## config.mk

```make
export PLATFORM = sky130hd
export DESIGN_NAME = mem_port_arbiter
export DESIGN_NICKNAME = d
export VERILOG_FILES = /design/src/rtl/mem_port_arbiter.sv
export SDC_FILE = /design/constraint.sdc
export NUM_CORES = 1
export LEC_CHECK = 0
export BUFFER_PORTS_ARGS = -buffer_cell sky130_fd_sc_hd__buf_2
export CAP_MARGIN = 15
export CORE_UTILIZATION = 59
export DETAILED_ROUTE_END_ITERATION = 7
export PLACE_DENSITY = 0.84
export SLEW_MARGIN = 10
export SYNTH_ARGS = -nofsm -noshare
export SYNTH_HDL_FRONTEND = slang
export SYNTH_SLANG_ARGS = --single-unit
```

## constraint.sdc

```tcl
create_clock -name clk -period 5.5 [get_ports clk]
set_clock_uncertainty 0.15 [all_clocks]
set_input_delay 1.1 -clock clk [delete_from_list [all_inputs] [get_ports clk]]
set_output_delay 1.1 -clock clk [all_outputs]
set_load 0.05 [all_outputs]
```

## src/rtl/mem_port_arbiter.sv

```systemverilog
// Shares one single-port memory between I-cache refill, D-cache refill
// and posted write-through stores, and generates the pipeline stall.
//
// Parameters: AW address width, DW data width, WB_DEPTH store-buffer
// entries (power of two, >= 2).
// Ports:
//   clk, areset (async, active-low)
//   i_miss/i_addr          I-cache refill request
//   d_rd_miss/d_addr       D-cache refill request
//   d_wr_req/d_wr_addr/d_wr_data  store into the write buffer
//   mem_req/mem_we/mem_addr/mem_wdata  registered memory command
//   mem_ready/mem_rdata    memory completion strobe and read data
//   fill_data, i_fill_valid, d_fill_valid  registered refill return
//   wb_full, wb_empty      write-buffer status
//   stall                  combinational pipeline freeze
// Build option: define MEM_ARB_PERF_CNT_EN to add the stall_cycles and
// mem_xfers saturating performance counters.
module mem_port_arbiter #(
    parameter int AW       = 32,
    parameter int DW       = 32,
    parameter int WB_DEPTH = 4
) (
    input  logic          clk,
    input  logic          areset,
    input  logic          i_miss,
    input  logic [AW-1:0] i_addr,
    input  logic          d_rd_miss,
    input  logic [AW-1:0] d_addr,
    input  logic          d_wr_req,
    input  logic [AW-1:0] d_wr_addr,
    input  logic [DW-1:0] d_wr_data,
    output logic          mem_req,
    output logic          mem_we,
    output logic [AW-1:0] mem_addr,
    output logic [DW-1:0] mem_wdata,
    input  logic          mem_ready,
    input  logic [DW-1:0] mem_rdata,
    output logic [DW-1:0] fill_data,
    output logic          i_fill_valid,
    output logic          d_fill_valid,
    output logic          wb_full,
    output logic          wb_empty,
    output logic          stall
`ifdef MEM_ARB_PERF_CNT_EN
    ,
    output logic [31:0]   stall_cycles,
    output logic [31:0]   mem_xfers
`endif
);

    localparam int PW = (WB_DEPTH > 1) ? $clog2(WB_DEPTH) : 1;
    localparam int CW = $clog2(WB_DEPTH + 1);

    typedef enum logic [1:0] {
        IDLE = 2'd0,
        WR   = 2'd1,
        RD_D = 2'd2,
        RD_I = 2'd3
    } state_t;

    state_t        state_q, state_d;
    logic          mem_req_q, mem_req_d;
    logic          mem_we_q, mem_we_d;
    logic [AW-1:0] mem_addr_q, mem_addr_d;
    logic [DW-1:0] mem_wdata_q, mem_wdata_d;
    logic [DW-1:0] fill_data_q, fill_data_d;
    logic          i_fill_q, i_fill_d;
    logic          d_fill_q, d_fill_d;

    logic [AW-1:0] wb_addr_q [WB_DEPTH];
    logic [DW-1:0] wb_data_q [WB_DEPTH];
    logic [PW-1:0] wr_ptr_q, rd_ptr_q;
    logic [CW-1:0] count_q, count_d;
    logic          wb_push, wb_pop;
    logic          full, empty;
    logic          i_go, d_go;

    assign full  = (count_q == CW'(WB_DEPTH));
    assign empty = (count_q == '0);

    assign wb_push = d_wr_req & ~full;
    assign wb_pop  = (state_q == WR) & mem_ready;

    assign count_d = count_q + CW'(wb_push) - CW'(wb_pop);

    // A miss whose fill is being returned this cycle is already served;
    // masking it prevents a duplicate refill before the requester drops it.
    assign d_go = d_rd_miss & ~d_fill_q;
    assign i_go = i_miss & ~i_fill_q;

    always_ff @(posedge clk) begin
        if (wb_push) begin
            wb_addr_q[wr_ptr_q] <= d_wr_addr;
            wb_data_q[wr_ptr_q] <= d_wr_data;
        end
    end

    always_ff @(posedge clk or negedge areset) begin
        if (!areset) begin
            wr_ptr_q <= '0;
            rd_ptr_q <= '0;
            count_q  <= '0;
        end else begin
            if (wb_push) wr_ptr_q <= wr_ptr_q + PW'(1);
            if (wb_pop)  rd_ptr_q <= rd_ptr_q + PW'(1);
            count_q <= count_d;
        end
    end

    always_comb begin
        state_d     = state_q;
        mem_req_d   = mem_req_q;
        mem_we_d    = mem_we_q;
        mem_addr_d  = mem_addr_q;
        mem_wdata_d = mem_wdata_q;
        fill_data_d = fill_data_q;
        i_fill_d    = 1'b0;
        d_fill_d    = 1'b0;
        unique case (state_q)
            IDLE: begin
                // Stores drain ahead of a data read so it sees them.
                if (full || (d_go && !empty)) begin
                    state_d     = WR;
                    mem_req_d   = 1'b1;
                    mem_we_d    = 1'b1;
                    mem_addr_d  = wb_addr_q[rd_ptr_q];
                    mem_wdata_d = wb_data_q[rd_ptr_q];
                end else if (d_go) begin
                    state_d    = RD_D;
                    mem_req_d  = 1'b1;
                    mem_we_d   = 1'b0;
                    mem_addr_d = d_addr;
                end else if (i_go) begin
                    state_d    = RD_I;
                    mem_req_d  = 1'b1;
                    mem_we_d   = 1'b0;
                    mem_addr_d = i_addr;
                end else if (!empty) begin
                    state_d     = WR;
                    mem_req_d   = 1'b1;
                    mem_we_d    = 1'b1;
                    mem_addr_d  = wb_addr_q[rd_ptr_q];
                    mem_wdata_d = wb_data_q[rd_ptr_q];
                end
            end
            WR, RD_D, RD_I: begin
                if (mem_ready) begin
                    state_d   = IDLE;
                    mem_req_d = 1'b0;
                    mem_we_d  = 1'b0;
                    if (state_q != WR) fill_data_d = mem_rdata;
                    i_fill_d = (state_q == RD_I);
                    d_fill_d = (state_q == RD_D);
                end
            end
            default: state_d = IDLE;
        endcase
    end

    always_ff @(posedge clk or negedge areset) begin
        if (!areset) begin
            state_q     <= IDLE;
            mem_req_q   <= 1'b0;
            mem_we_q    <= 1'b0;
            mem_addr_q  <= '0;
            mem_wdata_q <= '0;
            fill_data_q <= '0;
            i_fill_q    <= 1'b0;
            d_fill_q    <= 1'b0;
        end else begin
            state_q     <= state_d;
            mem_req_q   <= mem_req_d;
            mem_we_q    <= mem_we_d;
            mem_addr_q  <= mem_addr_d;
            mem_wdata_q <= mem_wdata_d;
            fill_data_q <= fill_data_d;
            i_fill_q    <= i_fill_d;
            d_fill_q    <= d_fill_d;
        end
    end

    assign mem_req      = mem_req_q;
    assign mem_we       = mem_we_q;
    assign mem_addr     = mem_addr_q;
    assign mem_wdata    = mem_wdata_q;
    assign fill_data    = fill_data_q;
    assign i_fill_valid = i_fill_q;
    assign d_fill_valid = d_fill_q;
    assign wb_full      = full;
    assign wb_empty     = empty;

    assign stall = (i_miss & ~i_fill_q)
                 | (d_rd_miss & ~d_fill_q)
                 | (d_wr_req & full);

`ifdef MEM_ARB_PERF_CNT_EN
    logic [31:0] stall_cnt_q, xfer_cnt_q;
    logic        xfer_acc;

    assign xfer_acc = mem_ready & (state_q != IDLE);

    always_ff @(posedge clk or negedge areset) begin
        if (!areset) begin
            stall_cnt_q <= '0;
            xfer_cnt_q  <= '0;
        end else begin
            if (stall && (stall_cnt_q != '1))
                stall_cnt_q <= stall_cnt_q + 32'd1;
            if (xfer_acc && (xfer_cnt_q != '1))
                xfer_cnt_q <= xfer_cnt_q + 32'd1;
        end
    end

    assign stall_cycles = stall_cnt_q;
    assign mem_xfers    = xfer_cnt_q;
`endif

endmodule

```

==> results.cfg, run 1 <==
[cts]
clk_latency_ns = 0.52
postCtsSetupBuffers = 0
post_cts_resized = 0
h-tree-depth = 2
path_clk_slew_ns = 0.06
cts_tree = built
cts_sinks = 365
cts_root_buf = clkbuf_16
cts_buffers = 38
cts.path.max_buffers = 3
cts-hold-fix-buffers = 0

[detailed_routing]
firstDrtPassIters = 5
avgViaCountPerCell = 5.836
wl_per_cell_um = 22.27
detail-route-antenna-nets = 0
drc = 0
wirelength_um = 30690
vias = 8042
initialDrtViolationCount = 613

[global_routing]
grt_usage_pct = 25.17
antenna_found_initial = 9
grt-ovfl-total = 0
grt_max_degree = 66
grt_first_pass_wirelength_um = 45270
grt_pass1_vias = 8098

[placed_design]
pre_cts_ws_ns = 2.042
io_buffer_count = 268
place_congestion = 0.8206
dp_hpwl_um = 18840

[synth]
yosysUniqueCellTypes = 34
yosys_register_bits = 365
synthFlopType = edfxtp_1
synth_commonest_cells = 256 x edfxtp_1, 109 x dfrtp_1, 64 x mux4_2
synthMostInstantiatedCell = edfxtp_1
yosysTopAreaCell = edfxtp_1
ys_seq_area_share_pct = 73.06
async_reset_ff_share_pct = 29.86
avgSynthCellArea_um2 = 18.93
synthTopCellsByArea = edfxtp_1 54%, dfrtp_1 19%, mux4_2 10%
syn_nets = 926
synth_top_area_share_pct = 53.93
synth_edf_count = 256
netlist_area_um2 = 14250
yosys_warnings = 0
syn_inst = 753

[timing]
setup_viol = 0
slew_headroom_pct = 30.29
grt_setup_unrepaired = no
clock.fmax_mhz = 252.5
timing.final.crit_share_pct = 72.01
finalSetupTns_ns = 0
finalCriticalPeriod_ns = 3.960
hold_viol = 0
report.final.slew_viol_count = 0
fin_ws_ns = 1.540
worst_slew_pin_slew_ns = 1.046
holdWs_ns = 0.3233

[floorplanning]
dieArea_um2 = 24790
fp.dieW_um = 157.4
dieHeight_um = 157.4
core_area_um2 = 23610
initial_utilization_pct = 60.37
io_pins = 269
num_rows = 56

[worst_hold_path]
min_to = mem_addr[19]
hold_class = flip-flop to flip-flop
holdCritStartpoint = mem_addr[19]
holdPathStages = 2

[critical_path]
crit_path_start_kind = flip-flop
r2r_slack_ns = 2.49
r2r_cells = 6
worstPathRequired_ns = 4.25
arrival_ns = 2.71
criticalPathCategory = flip-flop to output port
cp_max_fo = 35
r2r_start = count_q[1]
endpoint_kind = output port
reg2reg_to = mem_wdata[21]

[final_layout]
area_growth_pct = 19.40
drive_above_1_share_pct = 44.00
final_util_pct = 72.08
fillCellCount = 1518
finalNetCount = 1193

[power_and_ir_drop]
ir_worst_vdd_uv = 526.5
p_leak_nw = 6.515
power_density_nw_per_um2 = 630.9

[run]
maxCapViolCount = 0

[outcome]
status = finished, final reports clean
-- worst max-delay path by stage --
stage,from,endpoint,cells past startpoint
after floorplan,d_rd_miss,stall,5
after global placement,d_rd_miss,mem_wdata[17],6
after detailed placement,d_rd_miss,mem_wdata[14],6
after CTS,count_q[0],stall,5
after global routing,count_q[0],stall,5
final,count_q[1],stall,5
-- cells in the final DEF (no fill, tap or decap), types with 2 or more instances in the layout --
master      instances
nor2_1              4
inv_6               3
ha_1                6
mux2_2             56
buf_4               8
o31ai_1            32
edfxtp_1          256
dfrtp_4             2
o21ai_0             3
clkinv_1            7
dfrtp_1           107
and3_4              4
clkbuf_1            8
mux2_1             10
diode_2             9
clkbuf_16          38
nand3_1             2
a21oi_1            32
a2111oi_0          32
and2b_1             5
xnor2_1             4
clkinv_2            7
nand2_1            37
nor2b_1            28
inv_1               9
buf_2             267
clkinvlp_4          2
mux4_2             64
clkbuf_8            4
-- state kept, by name, summed over array words and instances (netlist names) --
register	cells
mem_wdata	32
wb_data_q	128
count_q	3
mem_we	1
wr_ptr_q	2
d_fill_valid	1
wb_addr_q	128
rd_ptr_q	2
i_fill_valid	1
mem_addr	32
state_q	2
mem_req	1
fill_data	32
-- per-stage QoR --
stage / cells / cell area [um^2] / total power, mW
3_5_place_dp: 1299 / 15820 / 8.407
5_1_grt: 1371 / 17000 / 11.23
3_3_place_gp: 1299 / 15820 / 8.285
6_report: 1378 / 17020 / 10.74
2_1_floorplan: 753 / 14250 / 7.373
4_1_cts: 1369 / 17000 / 10.84
-- routing by layer --
layer  vias to the layer above  track usage (%)  part of all wire (%)
met5                         -                0                     0
met4                         0            11.14                   3.9
met3                        71            6.691                   8.2
met2                       352            41.61                    49
met1                      4056            31.45                    39
li1                       3563                -                     -
-- where the power goes --
part           switching (mW)  internal [mW]
Sequential              0.530           3.81
Combinational            2.63           1.36
Clock                    1.02           1.38
-- cell type report --
| type | count | area [um^2] | share of cell area (%) |
|---|---|---|---|
| sequential | 365 | 10420 | 61.24 |
| clock inverter | 20 | 145.1 | 0.8528 |
| antenna | 9 | 22.52 | 0.1323 |
| clock buffer | 50 | 1036 | 6.087 |
| tap | 319 | 399.1 | 2.345 |
| inverter | 10 | 37.54 | 0.2205 |
| multi-input combinational | 330 | 3561 | 20.92 |
| timing repair buffer | 275 | 1396 | 8.204 |
-- critical path: stages, from the launching register on --
cell and delay, ns:
dfrtp_1 0.37, nor2_1 0.11, nand2_1 0.11, clkinv_1 0.77, a211o_1 0.60, buf_2 0.24
-- cell families (layout without fill, tap and decap cells) --
| group | Yosys count | in the layout | share of synthesized area (%) |
|---|---|---|---|
| buffers and inverters | 58 | 355 | 2.098 |
| AOI/OAI and AO/OA | 104 | 104 | 5.345 |
| and+or+nand+nor | 83 | 83 | 3.037 |
| adders and majority gates | 7 | 7 | 0.6671 |
| muxes | 131 | 131 | 15.48 |
| other | 0 | 9 | 0 |
| xor gates and xnor gates | 5 | 5 | 0.3072 |
| DFF | 365 | 365 | 73.06 |
No activity file was read; power rests on OpenSTA's default activity.
==> inputs of run 2 (changes only) <==
- CORE_UTILIZATION: 59 -> 55
- PLACE_DENSITY: 0.84 -> 0.79
- clock period: 5.5 -> 3.67 ns (I/O delays scaled with it)
==> results.cfg, run 2 (synthesized netlist as in run 1, its figures left out) <==
[outcome]
status = finished, final reports clean

[cts]
cts_sinks = 365
cts_buffers = 37
cts.path.max_buffers = 3
h-tree-depth = 2
cts-hold-fix-buffers = 1
cts_root_buf = clkbuf_16
postCtsSetupBuffers = 0
path_clk_slew_ns = 0.06
clk_latency_ns = 0.50
cts_tree = built
post_cts_resized = 0

[detailed_routing]
avgViaCountPerCell = 5.712
vias = 7968
detail-route-antenna-nets = 0
drc = 0
wl_per_cell_um = 21.99
initialDrtViolationCount = 502
wirelength_um = 30670
firstDrtPassIters = 5

[critical_path]
worstPathRequired_ns = 2.79
cp_slowest_cell = a211o_1
cpPeakStageDelay_ns = 0.40
crit_path_start_kind = flip-flop
path_cells = nor2_1 > nand2_1 > buf_4 > clkinv_1 > a211o_1 > buf_2
arrival_ns = 2.36
critical_path.top_delay_family = buffers and inverters
cp_max_fo = 19
endpoint_kind = output port
path_buf_inv = 3
criticalPathCategory = flip-flop to output port

[floorplanning]
dieArea_um2 = 26570
fp.dieW_um = 163.0
initial_utilization_pct = 56.28
core_area_um2 = 25330
dieHeight_um = 163.0
io_pins = 269
num_rows = 58

[timing]
finalCriticalPeriod_ns = 3.242
setup_viol = 0
timing.final.crit_share_pct = 88.33
worst_slew_pin_slew_ns = 1.017
clock.fmax_mhz = 308.5
finalSetupTns_ns = 0
grt_setup_unrepaired = no
hold_viol = 0
slew_headroom_pct = 30.75
report.final.slew_viol_count = 0

[power_and_ir_drop]
clockPowerShare_pct = 21.4
p_leak_nw = 6.572
seq_power_share_pct = 40.0
power_density_nw_per_um2 = 935.0
comb_power_share_pct = 38.6
p_switching_mw = 6.190
ir_worst_vdd_uv = 684.3
intPower_mw = 9.796
switching_share_pct = 38.72

[final_layout]
design_area_um2 = 17100
drive_above_1_share_pct = 44.81
final_common_cell = buf_2
final_cell_mix = 267 x buf_2, 256 x edfxtp_1, 107 x dfrtp_1
reg_top3 = wb_addr_q (128), wb_data_q (128)
finalNetCount = 1208
area_growth_pct = 19.93

[global_routing]
grt-ovfl-total = 0
grt_pass1_vias = 8048
grt_max_degree = 69
antenna_found_initial = 8
grt_usage_pct = 23.31
grt_first_pass_wirelength_um = 45320

[placed_design]
io_buffer_count = 268
dp_hpwl_um = 20070
place_congestion = 0.8322
dpl-instance-area_um2 = 15970

[run]
maxCapViolCount = 0

[worst_hold_path]
hold_class = input pin to flip-flop
run 2: cell types whose count changed in the layout (fill, tap and decap cells not counted):
cell and delta:
clkinv_2 +2, clkbuf_8 +2, diode_2 -4, clkinv_8 -1, bufinv_16 -1, inv_6 -3, clkinv_1 -4, dlygate4sd3_1 +1
buf_12 +2, clkbuf_16 -1, buf_4 +13
run 2: per-stage QoR:
stage | utilization [%] | instances | total power [mW] | setup slack (ns) | hold WS (ns)
3_3_place_gp | 63.05 | 1325 | 12.52 | 0.7836 | 0.3053
4_1_cts | 67.45 | 1390 | 16.16 | 0.4021 | 0.2678
3_5_place_dp | 63.05 | 1325 | 12.71 | 0.6881 | 0.3109
5_1_grt | 67.46 | 1391 | 16.75 | 0.3330 | 0.2714
6_report | 67.50 | 1395 | 15.99 | 0.4282 | 0.2937
2_1_floorplan | - | 753 | 11.05 | 0.5324 | 0.2884
run 2: power groups by stage:
stage,clock [mW],sequential [mW],combinational (mW)
after floorplan,0,8.11,2.94
after global placement,0,6.43,6.09
after detailed placement,0,6.48,6.23
after CTS,3.51,6.41,6.24
after global routing,3.67,6.52,6.56
final,3.41,6.39,6.18
run 2: routing by layer:
metal,track usage (%),routed length [um],vias to the layer above
li1,-,-,3555
met1,29.90,12580,4043
met2,38.92,15000,302
met3,6.315,2315,62
met4,7.222,736,6
met5,0,39,-
run 2: final timing paths:
check                        startpoint         endpoint  slack (ns)  cells after the start
setup / recovery             count_q[1]            stall        0.43                      6
hold / removal             d_wr_data[1]  wb_data_q[3][1]        0.29                      1
setup reg to reg             count_q[1]     mem_addr[22]        0.94                      7
hold reg to reg            mem_addr[24]     mem_addr[24]        0.32                      2
max in group asynchronous        areset     mem_wdata[4]        1.92                      3
min in group asynchronous        areset    fill_data[11]        0.51                      2
run 2: worst register-to-register path: cells and delay by family (launching register included):
family	cells	cell delay, ns
buffers and inverters	3	1.02
AOI/OAI and AO/OA	2	0.84
DFF	1	0.37
and+or+nand+nor	2	0.21
run 2: final cells by class:
cell class	count	area, um^2
well taps	330	412.9
diodes	5	12.51
clock inverters	13	67.56
repair buffers	291	1544
fillers	1739	8230
clock buffers	51	1039
multi-input cells	330	3561
inverters	10	37.54
flip-flops and latches	365	10420
==> inputs of run 3 (changes only) <==
--- a/config.mk
+++ b/config.mk
@@ -8,6 +8,8 @@
 export BUFFER_PORTS_ARGS = -buffer_cell sky130_fd_sc_hd__buf_2
 export CAP_MARGIN = 15
+export CORE_ASPECT_RATIO = 1.2
 export CORE_UTILIZATION = 55
 export DETAILED_ROUTE_END_ITERATION = 7
+export HOLD_SLACK_MARGIN = 0.03
 export PLACE_DENSITY = 0.79
 export SLEW_MARGIN = 10
==> constraint.sdc (replaced) <==
create_clock -name clk -period 3.67 [get_ports clk]
set_clock_uncertainty 0.15 [all_clocks]
set_input_delay 0.367 -clock clk [delete_from_list [all_inputs] [get_ports clk]]
set_output_delay 0.367 -clock clk [all_outputs]
set_load 0.05 [all_outputs]
==> results.cfg, run 3 (synthesized netlist as in run 1, its figures left out) <==
[cts]
cts-hold-fix-buffers = 98
postCtsSetupBuffers = 0
path_clk_slew_ns = 0.07
cts_buffers = 36
h-tree-depth = 2
cts_tree = built
cts_sinks = 365
clk_latency_ns = 0.51
cts_root_buf = clkbuf_16
post_cts_resized = 0
cts.path.max_buffers = 3

[power_and_ir_drop]
p_total_mw = 16.46
ir_worst_vdd_uv = 657.6
p_leak_nw = 7.004
power_density_nw_per_um2 = 906.8

[placed_design]
dpl-instance-area_um2 = 15910
place_congestion = 0.7939
io_buffer_count = 268
dp_hpwl_um = 18610

[global_routing]
grt_max_degree = 65
grt_usage_pct = 23.99
grt_pass1_vias = 8703
grt_first_pass_wirelength_um = 47430
grt-ovfl-total = 0
antenna_found_initial = 4

[floorplanning]
io_pins = 269
dieHeight_um = 178.4
initial_utilization_pct = 55.98
core_area_um2 = 25460
dieArea_um2 = 26570
fp.dieW_um = 149.0
num_rows = 64

[detailed_routing]
avgViaCountPerCell = 5.544
vias = 8216
detail-route-antenna-nets = 0
firstDrtPassIters = 4
wirelength_um = 31370
wl_per_cell_um = 21.17
initialDrtViolationCount = 369
drc = 0

[run]
maxCapViolCount = 0

[critical_path]
critical_path.top_delay_family = simple AND/OR/NAND/NOR gates
cp_max_fo = 10
worstPathRequired_ns = 3.15
r2r_cells = 9
criticalPathCategory = flip-flop to output port
path_buf_inv = 2
reg2reg_to = count_q[2]
cp-startpoint = count_q[1]
cp_num_cells = 5
cpPeakStageDelay_ns = 0.39
r2r_start = count_q[1]
arrival_ns = 2.29
r2r_slack_ns = 1.10
cp_slowest_cell = dfrtp_1
path_cells = nor2_1 > nand2_1 > clkinv_1 > a211o_1 > buf_2
crit_end = stall
endpoint_kind = output port
crit_path_start_kind = flip-flop

[final_layout]
reg_top3 = wb_addr_q (128), wb_data_q (128)
design_area_um2 = 18150
final_cell_mix = 267 x buf_2, 256 x edfxtp_1, 107 x dfrtp_1
area_growth_pct = 27.32
final_util_pct = 71.27
finalNetCount = 1295
fillCellCount = 1580
drive_above_1_share_pct = 40.87
final_common_cell = buf_2

[timing]
hold_viol = 0
finalCriticalPeriod_ns = 2.807
grt_setup_unrepaired = no
finalSetupTns_ns = 0
setup_viol = 0
slew_headroom_pct = 29.54
clock.fmax_mhz = 356.2
timing.final.crit_share_pct = 76.50
report.final.slew_viol_count = 0
worst_slew_pin_slew_ns = 1.057

[outcome]
status = finished, final reports clean

[worst_hold_path]
hold_class = input pin to flip-flop
run 3: through the flow:
stage | setup WS, ns | hold slack, ns | instances
2_1_floorplan | 0.5324 | -0.07859 | 753
3_3_place_gp | 1.121 | 0.2979 | 1316
3_5_place_dp | 1.087 | 0.3048 | 1316
4_1_cts | 0.8153 | 0.05591 | 1480
5_1_grt | 0.7299 | 0.06602 | 1481
6_report | 0.8626 | 0.06602 | 1482
run 3: worst min-delay path by stage:
| stage | start | to | cells after the start |
|---|---|---|---|
| detailed placement | areset | fill_data[11] | 1 |
| global placement | areset | fill_data[11] | 1 |
| floorplan | areset | count_q[0] | 0 |
| global route | d_addr[17] | mem_addr[17] | 3 |
| finish | d_addr[27] | mem_addr[27] | 3 |
| CTS | d_addr[27] | mem_addr[27] | 3 |
run 3: layout make-up:
type / count / area [um^2] / share of cell area (%)
clock buffer: 49 / 1025 / 5.646
inverter: 10 / 37.54 / 0.2068
timing repair buffer: 379 / 2460 / 13.55
sequential: 365 / 10420 / 57.43
clock inverter: 17 / 225.2 / 1.241
multi-input combinational: 330 / 3561 / 19.62
antenna: 2 / 5.005 / 0.02758
tap: 330 / 412.9 / 2.275
run 3: report_power, final:
group / switching [mW] / total (mW) / internal [mW]
registers: 0.703 / 6.41 / 5.71
clock network: 1.52 / 3.85 / 2.32
logic: 4.03 / 6.20 / 2.17
total: 6.26 / 16.5 / 10.2
run 3: worst register-to-register path: stages (launching register included):
cell     delay [ns]
dfrtp_1        0.39
nor2_1         0.30
nand2_1        0.31
nand2_1        0.24
ha_1           0.16
inv_1          0.04
ha_1           0.19
fa_1           0.41
xnor2_1        0.18
xnor2_1        0.13
run 3: layer usage:
metal | wire (um) | global-route usage (%) | vias up
li1 | - | - | 3739
met1 | 12510 | 29.52 | 4129
met2 | 16010 | 41.78 | 289
met3 | 2035 | 5.320 | 55
met4 | 786 | 8.333 | 4
met5 | 27 | 0 | -
